File: src/rtl/dtg_param.sv
// Parametrised display timing generator: H/V counters, registered sync/video decode and strobes.
// Optional frame counter port enabled by defining DTG_FRAME_CNT_EN.
module dtg_param #(
    parameter int unsigned H_ACTIVE = 640,
    parameter int unsigned H_FP     = 16,
    parameter int unsigned H_SYNC   = 96,
    parameter int unsigned H_BP     = 48,
    parameter int unsigned V_ACTIVE = 480,
    parameter int unsigned V_FP     = 10,
    parameter int unsigned V_SYNC   = 2,
    parameter int unsigned V_BP     = 33,
    parameter int unsigned H_WIN    = 640,
    parameter bit          HS_POL   = 1'b0,
    parameter bit          VS_POL   = 1'b0,
    parameter int unsigned CW       = 11
) (
    input  logic          clock,
    input  logic          rst,
    input  logic          pix_en,
    input  logic          enable,
    output logic          horiz_sync,
    output logic          vert_sync,
    output logic          video_on,
    output logic [CW-1:0] pixel_column,
    output logic [CW-1:0] pixel_row,
    output logic          line_start,
    output logic          frame_start,
    output logic          running
`ifdef DTG_FRAME_CNT_EN
    ,
    output logic [15:0]   frame_count
`endif
);

    localparam int unsigned H_TOTAL = H_ACTIVE + H_FP + H_SYNC + H_BP;
    localparam int unsigned V_TOTAL = V_ACTIVE + V_FP + V_SYNC + V_BP;

    localparam logic [CW-1:0] H_LAST   = CW'(H_TOTAL - 1);
    localparam logic [CW-1:0] V_LAST   = CW'(V_TOTAL - 1);
    localparam logic [CW-1:0] HS_FIRST = CW'(H_ACTIVE + H_FP);
    localparam logic [CW-1:0] HS_LAST  = CW'(H_ACTIVE + H_FP + H_SYNC - 1);
    localparam logic [CW-1:0] VS_FIRST = CW'(V_ACTIVE + V_FP);
    localparam logic [CW-1:0] VS_LAST  = CW'(V_ACTIVE + V_FP + V_SYNC - 1);
    localparam logic [CW-1:0] H_WIN_C  = CW'(H_WIN);
    localparam logic [CW-1:0] V_ACT_C  = CW'(V_ACTIVE);

    typedef enum logic [1:0] {StIdle, StRun, StDrain} state_e;

    state_e          state_q, state_d;
    logic [CW-1:0]   col_q, col_d, row_q, row_d;
    logic            hs_q, hs_d, vs_q, vs_d, vid_q, vid_d;
    logic            ls_q, ls_d, fs_q, fs_d;
    logic            active, eol, eof;
`ifdef DTG_FRAME_CNT_EN
    logic [15:0]     fc_q, fc_d;
`endif

    assign active = (state_q != StIdle);
    assign eol    = (col_q == H_LAST);
    assign eof    = eol && (row_q == V_LAST);

    always_comb begin
        state_d = state_q;
        col_d   = col_q;
        row_d   = row_q;
        hs_d    = hs_q;
        vs_d    = vs_q;
        vid_d   = vid_q;
        ls_d    = ls_q;
        fs_d    = fs_q;
`ifdef DTG_FRAME_CNT_EN
        fc_d    = fc_q;
`endif
        if (pix_en) begin
            ls_d = 1'b0;
            fs_d = 1'b0;
            unique case (state_q)
                StIdle: begin
                    // Counters already sit at 0, so the first RUN tick is itself a frame start
                    if (enable) begin
                        state_d = StRun;
                        ls_d    = 1'b1;
                        fs_d    = 1'b1;
                    end
                end
                StRun, StDrain: begin
                    col_d = eol ? '0 : col_q + 1'b1;
                    if (eol) begin
                        row_d = eof ? '0 : row_q + 1'b1;
                    end
                    if (enable) begin
                        state_d = StRun;
                    end else if (state_q == StDrain && eof) begin
                        state_d = StIdle;
                    end else begin
                        state_d = StDrain;
                    end
                    // Halting at the frame boundary produces no strobes
                    ls_d = eol && (state_d != StIdle);
                    fs_d = eof && (state_d != StIdle);
                end
                default: state_d = StIdle;
            endcase
            hs_d  = (active && col_q >= HS_FIRST && col_q <= HS_LAST) ? HS_POL : ~HS_POL;
            vs_d  = (active && row_q >= VS_FIRST && row_q <= VS_LAST) ? VS_POL : ~VS_POL;
            vid_d = active && (col_q < H_WIN_C) && (row_q < V_ACT_C);
`ifdef DTG_FRAME_CNT_EN
            if (fs_d) begin
                fc_d = fc_q + 16'd1;
            end
`endif
        end
    end

    always_ff @(posedge clock) begin
        if (rst) begin
            state_q <= StIdle;
            col_q   <= '0;
            row_q   <= '0;
            hs_q    <= ~HS_POL;
            vs_q    <= ~VS_POL;
            vid_q   <= 1'b0;
            ls_q    <= 1'b0;
            fs_q    <= 1'b0;
`ifdef DTG_FRAME_CNT_EN
            fc_q    <= '0;
`endif
        end else begin
            state_q <= state_d;
            col_q   <= col_d;
            row_q   <= row_d;
            hs_q    <= hs_d;
            vs_q    <= vs_d;
            vid_q   <= vid_d;
            ls_q    <= ls_d;
            fs_q    <= fs_d;
`ifdef DTG_FRAME_CNT_EN
            fc_q    <= fc_d;
`endif
        end
    end

    assign horiz_sync   = hs_q;
    assign vert_sync    = vs_q;
    assign video_on     = vid_q;
    assign pixel_column = col_q;
    assign pixel_row    = row_q;
    assign line_start   = ls_q;
    assign frame_start  = fs_q;
    assign running      = active;
`ifdef DTG_FRAME_CNT_EN
    assign frame_count  = fc_q;
`endif

endmodule

File: config.mk
export PLATFORM = sky130hd
export DESIGN_NAME = dtg_param
export DESIGN_NICKNAME = d
export VERILOG_FILES = /design/src/rtl/dtg_param.sv
export SDC_FILE = /design/constraint.sdc
export NUM_CORES = 1
export LEC_CHECK = 0
export BUFFER_PORTS_ARGS = -buffer_cell sky130_fd_sc_hd__buf_2
export CAP_MARGIN = 20
export CORE_ASPECT_RATIO = 2
export CORE_MARGIN = 2
export CORE_UTILIZATION = 58
export DETAILED_ROUTE_END_ITERATION = 7
export GPL_TIMING_DRIVEN = 0
export PLACE_DENSITY_LB_ADDON = 0.15
export SYNTH_ARGS = -nofsm -noshare
export SYNTH_HDL_FRONTEND = slang
export SYNTH_SLANG_ARGS = --single-unit
File: constraint.sdc
create_clock -name clock -period 4.9 [get_ports clock]
set_input_delay 0.245 -clock clock [delete_from_list [all_inputs] [get_ports clock]]
set_output_delay 0.245 -clock clock [all_outputs]
set_load 0.01 [all_outputs]
==> out/qor.txt <==
synthesis-to-layout area growth = 17.2%
ANT cells = 0
TNS Setup = 0 ns
Final min period = 2.19 ns
Yosys warnings = 0
final hold vios = 0
Final Skew = 0.0108 ns
placed cell areas = 1790 um^2
Design Area, Final = 1870 um^2
Pre-Repair DR Iteration Count = 4
Setup crit start kind = flop
Layout Nets = 244
CTS Buf Count = 5
total I/O pin count = 32
share of layout cells above drive strength 1 = 18.9%
post-CTS setup buffer count = 0
FF+latch count, synth = 29
setup violators final = 0
worst path required time = 5.06 ns
Clock Latency Late Sink = 0.29 ns
CP max FO = 10
Lkg Pwr = 0.738 nW
DPL Wire Length = 2560 um
Fillers = 238
RSZ-0062 raised after global routing = false
vias per cell = 5.80
most frequent cells in the layout = 32 x buf_2, 29 x dfxtp_1, 16 x nand2_1, 14 x nor2_1, 13 x a21oi_1
slew of the pin with the lowest slew margin = 0.418 ns
Main synth FF type = dfxtp_1
Synth Area per Inst = 8.22 um^2
Max-cap violations = 0
TritonCTS Sinks = 29
GRT Total Usage = 24.6%
DIE HEIGHT = 78.2 um
Worst-path clk slew = 0.07 ns
relative slew slack = 71.7%
WP data arrival = 2.35 ns
Min-Delay Path Class = input pin to flop
initial core utilization = 59.8%
largest net degree at the start of global routing = 11
PwrDens = 243 nW/um^2
Starting DRT DRC Count = 29
area of the core = 2670 um^2
vias in the first global route = 1,353
port bufs = 31
Wirelength per Cell = 13.4 um
Post-Route WL = 3510 um
Congestion Overflow GR = 0
cells after synthesis = 194
Synth Cell Area = 1600 um^2
CTS resizes = 0
CTS tree = built
clk root buf = clkbuf_8
GP Congestion = 0.795
post-route insts no fill = 262
die area = 3210 um^2
Post-synth EDFFs = 0
Std-Cell Rows = 27
Placed Cells = 254
Max IR drop VDD = 0.261 mV
Max Slew Vio Count = 0
commonest non-fill, non-tap cell in the layout = buf_2
Net Count, Synth = 206
Netlist cell types = 39
CP Class = flop to flop
hold buffer count at CTS = 0
global-route wire length before repair = 5660 um
Util after Layout = 70.0%
Crit. End Element = flop
outcome = finished, final reports clean
hold path startpoint = rst
antenna viol nets, final = 0
die outline width = 41.1 um
antenna violations before repair = 0
sequential area share after synthesis = 36.4%
CP startpoint = state_q[1]$_SDFFE_PP0P_
CTS HTree Levels = 2
async set-reset flop share out of synthesis = 0%
Vias = 1,519
clock buffer depth = 2
launching point of the worst reg2reg path = state_q[1]$_SDFFE_PP0P_
period utilisation layout = 44.7%
Max Freq = 456 MHz
drt drc = 0
-- stage by stage --
stage	setup slack (ns)	power [mW]	hold WS [ns]
after detailed placement	2.74	0.269	0.452
after global routing	2.56	0.467	0.298
final	2.71	0.454	0.264
after floorplan	2.98	0.260	0.414
after CTS	2.71	0.457	0.262
after global placement	2.78	0.268	0.436
-- where the power goes --
group          leakage (nW)  total (mW)  internal, mW  switching [mW]
Clock                0.0450       0.191        0.0981          0.0924
Sequential            0.234       0.240         0.238         0.00212
Combinational         0.459      0.0236       0.00856          0.0151
-- cell families after synthesis --
group                      after synthesis  synth area share [%]
buffers and inverters                   23                  5.96
and+or+nand+nor                         87                  31.7
DFF                                     29                  36.4
xor gates and xnor gates                11                  6.04
AOI/OAI and AO/OA                       36                  13.6
adders and majority gates                8                  6.27
-- critical path, stage by stage (launching register included) --
cell and delay (ns):
dfxtp_1 0.38, inv_1 0.06, ha_1 0.37, and2_1 0.15
buf_2 0.21, nand4_2 0.12, buf_6 0.16, clkbuf_1 0.21
o31ai_1 0.30, a21oi_1 0.09
-- layer usage --
layer	share of wire (%)	GRT usage (%)
met4	2.7	14.0
met2	47	35.8
met1	47	31.7
met5	0	0
met3	3.5	5.37
-- synth_stat cells (4+ instances only) --
library cell | n | area, um^2
nor2_1 | 14 | 52.6
xnor2_1 | 7 | 61.3
ha_1 | 8 | 100
nand2_1 | 16 | 60.1
nand3_1 | 5 | 25.0
clkbuf_1 | 9 | 33.8
or3_1 | 7 | 43.8
xor2_1 | 4 | 35.0
and2_1 | 4 | 25.0
dfxtp_1 | 29 | 581
o31ai_1 | 5 | 37.5
nand4_1 | 12 | 75.1
or4_1 | 4 | 30.0
inv_1 | 12 | 45.0
a21oi_1 | 13 | 65.1
o21ai_0 | 9 | 45.0
-- final timing paths --
path | endpoint | slack [ns] | depth (start not counted)
worst max-delay path | pixel_row[8]$_SDFFE_PP0P_ | 2.71 | 9
worst min-delay path | pixel_row[1]$_SDFFE_PP0P_ | 0.26 | 3
worst max register to register | pixel_row[8]$_SDFFE_PP0P_ | 2.71 | 9
worst min register to register | frame_start$_SDFFE_PP0P_ | 0.46 | 2
-- cell type report --
cell class	count	area [um^2]	share of cell area, %
Multi-Input combinational cell	142	920	49.2
Clock buffer	6	72.6	3.88
Inverter	12	45.0	2.41
Tap cell	29	36.3	1.94
Clock inverter	2	10.0	0.535
Buffer	11	50.0	2.68
Sequential cell	29	581	31.1
Timing Repair Buffer	31	155	8.30
-- flip-flops by register name (all words and copies together), names as in the netlist --
register and count:
horiz_sync 1, pixel_column 11, pixel_row 11, video_on 1, frame_start 1, state_q 2, line_start 1, vert_sync 1
Power figures use the tool's default switching activity.
